File: src/rtl/fetch_unit_pkg.sv
// rtl/fetch_unit_pkg.sv - shared fetch-stage constants, exception codes and IF/ID action type
package fetch_unit_pkg;

    // Default fetch addresses
    localparam logic [31:0] RESET_PC_DEFAULT   = 32'h0000_3000;
    localparam logic [31:0] HANDLER_PC_DEFAULT = 32'h0000_4180;

    // Exception codes carried down the pipe
    localparam logic [4:0] EXC_ADEL = 5'd4;
    localparam logic [4:0] EXC_RI   = 5'd10;

    // Instruction memory bounds (inclusive)
    localparam logic [31:0] IMEM_LO = 32'h0000_3000;
    localparam logic [31:0] IMEM_HI = 32'h0000_6FFF;

    // What the IF/ID register does on the next edge
    typedef enum logic [1:0] {
        IFID_LOAD  = 2'd0,
        IFID_HOLD  = 2'd1,
        IFID_CLEAR = 2'd2
    } ifid_act_e;

    function automatic logic pc_misaligned(input logic [31:0] pc);
        return pc[1:0] != 2'b00;
    endfunction

endpackage

File: src/rtl/fetch_pc_gen.sv
// rtl/fetch_pc_gen.sv - combinational next-PC mux and fetch address checks
// Macro: FETCH_RANGE_CHECK_EN adds an instruction-memory bounds check to AdEL.
// Ports:
//   f_pc_i      current fetch PC
//   exc_req_i   exception/interrupt request (highest priority)
//   stall_i     hold the PC
//   npc_valid_i decode redirect valid
//   npc_i       redirect target
//   next_pc_o   PC to load on the next edge
//   adel_o      current fetch address raises AdEL
module fetch_pc_gen
    import fetch_unit_pkg::*;
#(
    parameter logic [31:0] HANDLER_PC = HANDLER_PC_DEFAULT
) (
    input  logic [31:0] f_pc_i,
    input  logic        exc_req_i,
    input  logic        stall_i,
    input  logic        npc_valid_i,
    input  logic [31:0] npc_i,
    output logic [31:0] next_pc_o,
    output logic        adel_o
);

    always_comb begin
        next_pc_o = f_pc_i + 32'd4;  // wraps modulo 2^32
        if (exc_req_i) begin
            next_pc_o = HANDLER_PC;
        end else if (stall_i) begin
            // A redirect during a stall is dropped; decode re-presents it.
            next_pc_o = f_pc_i;
        end else if (npc_valid_i) begin
            next_pc_o = npc_i;
        end
    end

`ifdef FETCH_RANGE_CHECK_EN
    assign adel_o = pc_misaligned(f_pc_i) || (f_pc_i < IMEM_LO) || (f_pc_i > IMEM_HI);
`else
    assign adel_o = pc_misaligned(f_pc_i);
`endif

endmodule

File: src/rtl/fetch_unit.sv
// rtl/fetch_unit.sv - instruction fetch stage: PC register and IF/ID register
// Macro: FETCH_RANGE_CHECK_EN (passed through to fetch_pc_gen) enables the bounds check.
// Ports:
//   clk, reset            clock, asynchronous active-high reset
//   stall                 hazard hold from decode
//   npc_valid, npc        decode redirect and its target
//   d_is_ctrl, d_is_eret  instruction in D is a branch/jump, or eret
//   exc_req               exception/interrupt flush
//   i_addr, i_rdata       instruction memory address / combinational read data
//   d_pc, d_instr, d_exccode, d_bd   IF/ID register outputs
module fetch_unit
    import fetch_unit_pkg::*;
#(
    parameter logic [31:0] RESET_PC   = RESET_PC_DEFAULT,
    parameter logic [31:0] HANDLER_PC = HANDLER_PC_DEFAULT
) (
    input  logic        clk,
    input  logic        reset,
    input  logic        stall,
    input  logic        npc_valid,
    input  logic [31:0] npc,
    input  logic        d_is_ctrl,
    input  logic        d_is_eret,
    input  logic        exc_req,
    output logic [31:0] i_addr,
    input  logic [31:0] i_rdata,
    output logic [31:0] d_pc,
    output logic [31:0] d_instr,
    output logic [4:0]  d_exccode,
    output logic        d_bd
);

    logic [31:0] f_pc_q, f_pc_d;
    logic [31:0] d_pc_q, d_pc_d;
    logic [31:0] d_instr_q, d_instr_d;
    logic [4:0]  d_exccode_q, d_exccode_d;
    logic        d_bd_q, d_bd_d;
    logic        adel;
    ifid_act_e   ifid_act;

    fetch_pc_gen #(
        .HANDLER_PC (HANDLER_PC)
    ) u_pc_gen (
        .f_pc_i      (f_pc_q),
        .exc_req_i   (exc_req),
        .stall_i     (stall),
        .npc_valid_i (npc_valid),
        .npc_i       (npc),
        .next_pc_o   (f_pc_d),
        .adel_o      (adel)
    );

    // eret has no delay slot, so whatever was fetched behind it is squashed.
    always_comb begin
        ifid_act = IFID_LOAD;
        if (exc_req) begin
            ifid_act = IFID_CLEAR;
        end else if (stall) begin
            ifid_act = IFID_HOLD;
        end else if (d_is_eret) begin
            ifid_act = IFID_CLEAR;
        end
    end

    always_comb begin
        d_pc_d      = d_pc_q;
        d_instr_d   = d_instr_q;
        d_exccode_d = d_exccode_q;
        d_bd_d      = d_bd_q;
        case (ifid_act)
            IFID_LOAD: begin
                // A faulting fetch keeps its PC for EPC but carries no instruction.
                d_pc_d      = f_pc_q;
                d_instr_d   = adel ? 32'd0 : i_rdata;
                d_exccode_d = adel ? EXC_ADEL : 5'd0;
                d_bd_d      = d_is_ctrl;
            end
            IFID_CLEAR: begin
                d_pc_d      = 32'd0;
                d_instr_d   = 32'd0;
                d_exccode_d = 5'd0;
                d_bd_d      = 1'b0;
            end
            default: ;
        endcase
    end

    always_ff @(posedge clk or posedge reset) begin
        if (reset) begin
            f_pc_q      <= RESET_PC;
            d_pc_q      <= 32'd0;
            d_instr_q   <= 32'd0;
            d_exccode_q <= 5'd0;
            d_bd_q      <= 1'b0;
        end else begin
            f_pc_q      <= f_pc_d;
            d_pc_q      <= d_pc_d;
            d_instr_q   <= d_instr_d;
            d_exccode_q <= d_exccode_d;
            d_bd_q      <= d_bd_d;
        end
    end

    assign i_addr    = f_pc_q;
    assign d_pc      = d_pc_q;
    assign d_instr   = d_instr_q;
    assign d_exccode = d_exccode_q;
    assign d_bd      = d_bd_q;

endmodule

File: config.mk
export PLATFORM = sky130hd
export DESIGN_NAME = fetch_unit
export DESIGN_NICKNAME = d
export VERILOG_FILES = /design/src/rtl/fetch_unit_pkg.sv /design/src/rtl/fetch_pc_gen.sv /design/src/rtl/fetch_unit.sv
export SDC_FILE = /design/constraint.sdc
export NUM_CORES = 1
export LEC_CHECK = 0
export CORE_MARGIN = 5
export CORE_UTILIZATION = 40
export CTS_CLUSTER_SIZE = 12
export DETAILED_ROUTE_END_ITERATION = 12
export HOLD_SLACK_MARGIN = 0.08
export PLACE_DENSITY = 0.86
export SYNTH_ARGS = -nofsm -noshare
export SYNTH_HDL_FRONTEND = slang
export SYNTH_SLANG_ARGS = --single-unit
File: constraint.sdc
create_clock -name clk -period 2.91 [get_ports clk]
set_input_delay 0.582 -clock clk [delete_from_list [all_inputs] [get_ports clk]]
set_output_delay 0.582 -clock clk [all_outputs]
set_load 0.02 [all_outputs]
==> impl_metrics.py <==
metrics = {
    "outcome": {
        "status": "complete, no violations",
    },
    "detailed_routing": {
        "vias": 4530,
        "dr.pass1.iters": 5,
        "drc": 0,
        "route.final.wire_length_um": 15200,
        "initialDrtViolationCount": 566,
        "postRouteAntennaNets": 0,
        "post_drt_wl_per_cell_um": 20.1,
        "vias_per_cell": 5.98,
    },
    "pwr": {
        "p_leak_nw": 2.84,
        "clkPwrFrac_pct": 36.8,
        "p_int_mw": 2.26,
        "p_switching_mw": 0.887,
        "ir_worst_vdd_uv": 289,
        "p_comb_share_pct": 16.0,
        "p_sw_share_pct": 28.2,
        "pwr-share-seq_pct": 47.2,
        "p_per_area_nw_per_um2": 458,
    },
    "clock_network": {
        "h-tree-depth": 3,
        "clkLatencyLatePin_ns": 0.35,
        "clkTransAtPathRegs_ns": 0.07,
        "cts_buffers": 9,
        "cts-resized-gates": 0,
        "cts_sinks": 98,
        "cts-root-buf": "clkbuf_16",
        "hold_buffers": 0,
        "cts.path.max_buffers": 2,
        "postCtsSetupBuffers": 0,
        "tritoncts": "done",
    },
    "min_path": {
        "whs_path_depth": 2,
        "min_path_type": "reg -> reg",
    },
    "synth": {
        "synth_top_flop_cell": "dfrtp_1",
        "postSynthAreaPerCell_um2": 10.4,
        "synth_area_leaders": "dfrtp_1, a22o_1, clkbuf_1",
        "async_flop_share_pct": 100,
        "synth_commonest_cells": "dfrtp_1, a22o_1, clkbuf_1",
        "synth_area_leader_cell": "dfrtp_1",
        "synth_edf_count": 0,
        "ys_ff_latch": 98,
        "synth_top_area_share_pct": 51.5,
        "synth_cell_type_count": 52,
        "yosys_warnings": 0,
        "seq_area_frac_synth_pct": 52.6,
        "netlist_area_um2": 4670,
        "synthCells": 449,
        "synthMostInstantiatedCell": "dfrtp_1",
    },
    "floorplan": {
        "dieHeight_um": 118,
        "start_util_pct": 40.9,
        "die_area_um2": 13900,
        "core_area_um2": 11400,
        "row_count": 39,
        "boundaryPins": 173,
        "dieWidth_um": 118,
    },
    "setup_path": {
        "worst_ep_arrival_time_ns": 2.51,
        "crit_path_max_fanout": 9,
        "cp-end-kind": "flop",
        "critical_path_class": "reg -> reg",
        "max_stage_delay_ns": 0.54,
        "crit_cells": 6,
        "crit_chain": "ha_1, nand3_1, buf_4, or4_1, o311ai_0, o211ai_1",
        "path_buf_inv": 1,
        "cp-start-kind": "flop",
        "reg2reg_depth": 6,
        "crit_required_ns": 3.12,
        "path_delay_family": "simple AND/OR/NAND/NOR gates",
        "cpMaxStageDelayCell": "or4_1",
    },
    "final_layout": {
        "drive_gt1_share_pct": 8.46,
        "fill_cells": 943,
        "postLayoutCellArea_um2": 6860,
        "antenna_cells": 0,
        "areaGrowthSynthToFinish_pct": 47.0,
        "multi_input_area_um2": 2040,
        "regArea_um2": 2450,
        "layout.nets": 682,
    },
    "placed_design": {
        "dpl-instance-area_um2": 6580,
        "hpwl_um": 11000,
        "io_buffers": 168,
        "place.gp.congestion": 0.855,
    },
    "timing": {
        "slew_viol_final": 0,
        "tightest_slew_ns": 0.837,
        "fmax_mhz": 435,
        "fin_skew_ns": 0.00758,
        "tns_ns": 0,
        "slew_headroom_pct": 44.2,
        "rsz0062_at_grt": "no",
        "fin_hold_ws_ns": 0.481,
        "hold_violations": 0,
        "setup_viol": 0,
        "period_share_pct": 79.1,
        "period_needed_ns": 2.30,
    },
    "grt": {
        "grtUsageMet1_pct": 28.6,
        "top_usage_layer": "met2",
        "met2_usage_pct": 33.1,
        "grt_max_degree": 36,
        "grt_pass1_vias": 4516,
        "track_usage_pct": 21.6,
        "grt.overflow.total": 0,
        "gr-usage-met3_pct": 6.25,
        "antenna_found_initial": 0,
        "grt_pass1_wl_um": 24600,
    },
    "run": {
        "maxCapViolCount": 0,
    },
}
power groups by stage:
stage | Sequential (mW) | Clock (mW) | Combinational, mW
after floorplan | 1.55 | 0 | 0.179
after global placement | 1.51 | 0 | 0.495
after detailed placement | 1.51 | 0 | 0.504
after CTS | 1.48 | 1.18 | 0.507
after global routing | 1.49 | 1.24 | 0.541
final | 1.48 | 1.16 | 0.503
tightest hold or removal path, stage by stage, from the launching register on:
cell and delay (ns):
dfrtp_1 0.35, nand2_1 0.05, nand2_1 0.05
through the flow:
stage,util [%],setup WS (ns),instances,total power [mW]
global route,60.1,0.445,758,3.28
global placement,57.6,0.440,742,2.00
detailed placement,57.6,0.401,742,2.01
finish,60.1,0.609,758,3.15
floorplan,-,0.814,452,1.73
CTS,60.1,0.584,758,3.17
per-layer routing:
| metal | share of wire (%) | vias to the layer above |
|---|---|---|
| met1 | 43 | 2169 |
| met2 | 45 | 280 |
| li1 | - | 2040 |
| met5 | 0 | - |
| met4 | 2.9 | 0 |
| met3 | 9.5 | 41 |
state kept, by name, indices dropped and copies added (netlist names):
| name | cells |
|---|---|
| d_bd | 1 |
| d_exccode | 1 |
| d_instr | 32 |
| d_pc | 32 |
| i_addr | 32 |
worst paths after layout:
kind / start / to / slack (ns)
setup / recovery: i_addr[2] / i_addr[26] / 0.61
hold / removal: d_exccode[2] / d_exccode[2] / 0.48
setup reg to reg: i_addr[2] / i_addr[26] / 0.61
hold reg to reg: d_exccode[2] / d_exccode[2] / 0.48
max in group asynchronous: reset / d_instr[17] / 1.57
min in group asynchronous: reset / d_pc[14] / 0.60
layout make-up:
class / count / share of cell area (%)
Tap cell: 143 / 2.61
Timing Repair Buffer: 192 / 27.4
Clock inverter: 7 / 0.875
Inverter: 5 / 0.328
Multi-Input combinational cell: 304 / 29.7
Sequential cell: 98 / 35.8
Clock buffer: 9 / 3.28
layout by cell type, fill, tap and decap left out, drive strengths merged, types with 6 or more instances in the layout:
cell type	netlist	routed
clkbuf	32	9
a22o	65	65
nor4	7	7
dfrtp	96	96
nor3	9	9
a21oi	21	21
nand2	24	24
buf	13	25
nor2	30	30
nand3	15	15
clkdlybuf4s50	0	167
o211ai	10	10
a22oi	6	6
nand4	14	14
nand3b	6	6
and3	12	12
o21ai	16	16
inv	5	8
a31oi	8	8
cell families after synthesis:
kind of cell             Yosys count  share of synthesized area [%]
other                              1                         0.0803
AO/OA/AOI/OAI                    153                           24.7
AND/OR/NAND/NOR                  141                           16.8
multiplexers                       5                           1.07
buffers and inverters             50                           4.45
adder cells (fa/ha/maj)            1                          0.268
flip-flops                        98                           52.6
No activity file was read; power rests on OpenSTA's default activity.
